## src/rtl/adder_8b_rtl.sv

```systemverilog
// ---------------------------------------------------------------------------
// adder_8b_rtl
//
// Purpose:
//   Combinational 8-bit unsigned ripple-carry adder with carry-in and
//   carry-out. It is the arithmetic datapath primitive of the function
//   calculator and computes {cout, sum} = in0 + in1 + cin with zero latency.
//   The block holds no state.
//
// Structure:
//   adder_8b_fa       : 1-bit full-adder cell (continuous-assign gates)
//   adder_8b_ripple4  : four full-adder cells chained into a 4-bit stage
//   adder_8b_rtl      : two 4-bit stages (bits 3:0, then bits 7:4)
//
// Ports (adder_8b_rtl):
//   clk    in   1  system clock; present for uniform integration, unused
//   reset  in   1  synchronous active-high reset; no effect (stateless)
//   in0    in   8  unsigned addend A
//   in1    in   8  unsigned addend B
//   cin    in   1  carry-in, weight 1
//   sum    out  8  low 8 bits of in0 + in1 + cin
//   cout   out  1  carry-out (bit 8) of in0 + in1 + cin
// ---------------------------------------------------------------------------

// ---------------------------------------------------------------------------
// adder_8b_fa : single full-adder cell
//   a, b  in  1  operand bits
//   c     in  1  carry-in
//   s     out 1  sum bit
//   co    out 1  carry-out (majority of a, b, c)
// ---------------------------------------------------------------------------
module adder_8b_fa (
  input  logic a,
  input  logic b,
  input  logic c,
  output logic s,
  output logic co
);

  assign s  = a ^ b ^ c;
  assign co = (a & b) | (a & c) | (b & c);

endmodule

// ---------------------------------------------------------------------------
// adder_8b_ripple4 : 4-bit ripple-carry stage
//   a, b  in  4  operand nibbles
//   ci    in  1  carry into bit 0 of the stage
//   s     out 4  sum nibble
//   co    out 1  carry out of bit 3 of the stage
// ---------------------------------------------------------------------------
module adder_8b_ripple4 (
  input  logic [3:0] a,
  input  logic [3:0] b,
  input  logic       ci,
  output logic [3:0] s,
  output logic       co
);

  // carry[i] is the carry into bit i; carry[4] leaves the stage.
  logic [4:0] carry;

  assign carry[0] = ci;

  generate
    for (genvar gi = 0; gi < 4; gi++) begin : g_cell
      adder_8b_fa u_fa (
        .a  (a[gi]),
        .b  (b[gi]),
        .c  (carry[gi]),
        .s  (s[gi]),
        .co (carry[gi+1])
      );
    end
  endgenerate

  assign co = carry[4];

endmodule

// ---------------------------------------------------------------------------
// adder_8b_rtl : top level, two chained 4-bit ripple stages
// ---------------------------------------------------------------------------
module adder_8b_rtl (
  input  logic       clk,
  input  logic       reset,
  input  logic [7:0] in0,
  input  logic [7:0] in1,
  input  logic       cin,
  output logic [7:0] sum,
  output logic       cout
);

  // stage_carry[k] is the carry into stage k; stage_carry[2] is the final
  // carry-out. The critical path runs cin -> 8 carry cells -> cout.
  logic [2:0] stage_carry;

  assign stage_carry[0] = cin;

  generate
    for (genvar gi = 0; gi < 2; gi++) begin : g_stage
      adder_8b_ripple4 u_stage (
        .a  (in0[gi*4 +: 4]),
        .b  (in1[gi*4 +: 4]),
        .ci (stage_carry[gi]),
        .s  (sum[gi*4 +: 4]),
        .co (stage_carry[gi+1])
      );
    end
  endgenerate

  assign cout = stage_carry[2];

  // Clock and reset exist only so this block drops into the calculator like
  // its clocked neighbours; the datapath is purely combinational.
  logic unused_clk_reset;
  assign unused_clk_reset = &{1'b0, clk, reset};

endmodule

```

## config.mk

```make
export PLATFORM = sky130hd
export DESIGN_NAME = adder_8b_rtl
export DESIGN_NICKNAME = d
export VERILOG_FILES = /design/src/rtl/adder_8b_rtl.sv
export SDC_FILE = /design/constraint.sdc
export NUM_CORES = 1
export LEC_CHECK = 0
export CAP_MARGIN = 15
export CORE_AREA = 4 4 41 43
export DETAILED_ROUTE_END_ITERATION = 8
export DIE_AREA = 0 0 45 47
export GPL_ROUTABILITY_DRIVEN = 0
export PLACE_DENSITY = 0.61
export SLEW_MARGIN = 20
export SYNTH_ARGS = -nofsm -noshare
export SYNTH_HDL_FRONTEND = slang
export SYNTH_SLANG_ARGS = --single-unit
```

## constraint.sdc

```tcl
create_clock -name vclk -period 5.3
set_input_delay 0.795 -clock vclk [all_inputs]
set_output_delay 0.795 -clock vclk [all_outputs]
set_load 0.05 [all_outputs]
```

Word-level counts from Yosys, hierarchy flattened --
Index checks and enable logic that the tools add are counted.
Word-level totals: logic and storage cells 56, output and inout port bits 9, bits in registers 0, input port bits 19
Operators by class: bitwise gates (word level) 56
Operators by type and width (number):
- 1-bit bitwise AND | 24
- 1-bit OR | 16
- 1-bit bitwise XOR | 16

Logic depth before layout (Yosys ltp) --
depth in word-level cells 24, mapped depth 13, gate-level depth less buffers 12

Cells and area by module --
A second synthesis with hierarchy kept.
Second synthesis, totals: cells, all modules 8, area, all modules 160.2 µm²
Modules (own cells, without submodules):
- adder_8b_fa | cells an instance 1, seq. area each 0.0 µm², instances 8, area an instance 20.0 µm²

Worst setup path after synthesis --
No wires, ideal clock.
path kind input -> output, from input port in0[0], to output port sum[7], arrival 3994 ps, path slack 511 ps, path buffers 1, required time 4505 ps, stages 13, path through inv_1 -> fa_1 -> inv_1 -> fa_1 -> fa_1 -> fa_1 -> fa_1 -> fa_1 -> fa_1 -> inv_1 -> fa_1 -> inv_1 -> buf_4
On the way: longest elaborated chain between the ends 22, elaborated cells on any way between the ends 29, those cells by class bitwise (29)
Ends and longest elaborated chain:
- start: declaration | line 87 | input logic [7:0] in0,
- 1-bit bitwise AND | line 41 | assign co = (a & b) | (a & c) | (b & c);
- 1-bit OR (*) (2 in a row) | line 41
- 1-bit bitwise AND | line 41
- 1-bit OR | line 41
- 1-bit OR (*) | line 41
- 1-bit bitwise AND | line 41
- 1-bit OR | line 41
- 1-bit OR (*) | line 41
- [... 5 more ...]
- 1-bit OR (*) | line 41
- 1-bit bitwise AND | line 41
- 1-bit OR | line 41
- 1-bit OR (*) | line 41
- 1-bit bitwise AND | line 41
- 1-bit OR | line 41
- 1-bit OR (*) | line 41
- 1-bit bitwise XOR (*) | line 40 | assign s = a ^ b ^ c;
- end: declaration | line 90 | output logic [7:0] sum,
Every way passes the cells marked *; elsewhere a longest branch is shown, timed or not.

Worst setup path after layout --
Same ends and word-level chain as after synthesis.

==> flow_metrics.py <==
metrics = {
    "outcome": {
        "status": "finished, final reports clean",
    },
    "die": {
        "num_rows": 13,
        "initial_core_util_pct": 19.8,
        "core_area_um2": 1300,
        "die_x_um": 45,
        "die_h_um": 47,
        "ios": 28,
        "dieArea_um2": 2120,
    },
    "worst_hold_path": {
        "hold_path_class": "in -> out",
    },
    "layout": {
        "regArea_um2": 0,
        "synthToLayoutAreaGrowth_pct": 94.7,
        "fin_nets": 73,
        "drive_gt1_share_pct": 20.5,
        "diodes": 0,
        "nClkBuffers": 0,
        "instances_no_fill": 59,
        "design.seq.count": 0,
        "final_common_cell": "clkdlybuf4s50_1",
        "fin_util_pct": 38.6,
        "layout_common_cells": "clkdlybuf4s50_1, inv_1, fa_2, fa_1",
    },
    "critical_path": {
        "crit_fanout": 1,
        "crit_arrival_ns": 4.33,
        "max_stage_delay_ns": 0.42,
        "critPathKind": "in -> out",
        "path_cells": "clkdlybuf4s50_1, inv_1, fa_1, inv_1, fa_2, fa_2, fa_2, fa_1, fa_2, fa_1, inv_1, fa_1, inv_2, buf_12",
        "critPathCaptureType": "primary output",
        "cpMaxStageDelayCell": "fa_1",
        "start_kind": "input port",
        "critical-path-top-delay-family": "adder cells",
        "required_ns": 4.51,
        "critPathBufInv": 6,
    },
    "place": {
        "dp_cells": 59,
        "dp_hpwl_um": 531,
        "io_buffers": 26,
        "dp_slack_ns": -0.0424,
    },
    "drt": {
        "drt_wl_total_um": 542,
        "drtAntennaViolNets": 0,
        "firstDrtPassIters": 1,
        "detail_route.wl_per_cell_um": 9.19,
        "vias": 209,
        "post-route-drc-count": 0,
        "dr.first_iter.drc_count": 0,
        "via_per_inst": 3.54,
    },
    "timing": {
        "relSlewSlack_pct": 66.2,
        "hold_viol_final": 0,
        "max_freq_mhz": 195,
        "hold-worst-slack_ns": 2.40,
        "period_share_pct": 96.7,
        "setup_viol_count_final": 0,
        "tightest_slew_ns": 0.505,
        "slew_viol_final": 0,
        "period_needed_ns": 5.12,
        "fin_ws_ns": 0.177,
        "rsz0062_at_grt": "false",
    },
    "global_routing": {
        "grt_pass1_vias": 228,
        "grt_max_degree": 2,
        "grt_remaining_overflow": 0,
        "grt_pass1_wl_um": 841,
        "antenna_found_initial": 0,
        "track_usage_pct": 5.16,
    },
    "logic_synthesis": {
        "synth.avg_cell_area_um2": 9.91,
        "seq_area_frac_synth_pct": 0,
        "post_synth_num_cell_types": 3,
        "synth_fp_nets": 53,
        "yosys_warnings": 0,
        "syn_inst": 26,
        "syn_area_um2": 258,
    },
    "clocking": {
        "hold_buffers": 0,
    },
    "job": {
        "maxCapViolCount": 0,
    },
    "power_and_ir_drop": {
        "peakVddDrop_mv": 0.104,
        "leakage_uw": 0.000222,
        "power_density_nw_per_um2": 217,
        "power.total_uw": 109,
    },
}
## cell families after synthesis
logic type / after synthesis / synth area share, %
adders and majority gates: 8 / 62.1
buffers and inverters: 18 / 37.9
## per-layer routing
layer	vias up	wire [um]	track usage, %
li1	96	-	-
met1	88	155	4.62
met2	25	215	9.89
met3	0	171	3.83
met4	0	0	0
met5	-	0	0
## through the flow
step | setup TNS [ns] | instance area [um^2]
floorplan | 0 | 258
global placement | -0.0132 | 492
detailed placement | -0.0424 | 492
CTS | 0 | 497
global route | 0 | 502
finish | 0 | 502
## what timing repair did
action | in CTS | in global routing
buffers inserted | 0 | 0
setup endpoints to repair | 1 | 1
resized for setup | 2 | 3
endpoints found under the hold margin | 0 | 0
## tightest hold or removal path, cell delays in order
cell	delay (ns)
clkdlybuf4s50_1	0.39
inv_1	0.07
fa_1	0.17
inv_2	0.04
buf_12	0.14
## synthesized netlist by cell type, drive strengths merged
cell type	count	area, um^2
buf	8	60.1
inv	10	37.5
fa	8	160
## final timing paths
check,cells past startpoint,startpoint,endpoint
worst max-delay path,14,in0[0],sum[7]
worst min-delay path,5,in1[7],sum[7]
## where the power goes
part	total (uW)	internal [uW]	switching, uW
combinational	109	45.3	63.4
sequential	0	0	0
clock	0	0	0
## final cells by class
class / count / area [um^2]
inverter: 10 / 37.5
fill: 145 / 800
tap: 15 / 18.8
timing repair buffer: 26 / 275
multi-input combinational: 8 / 170
Power figures use the tool's default switching activity.
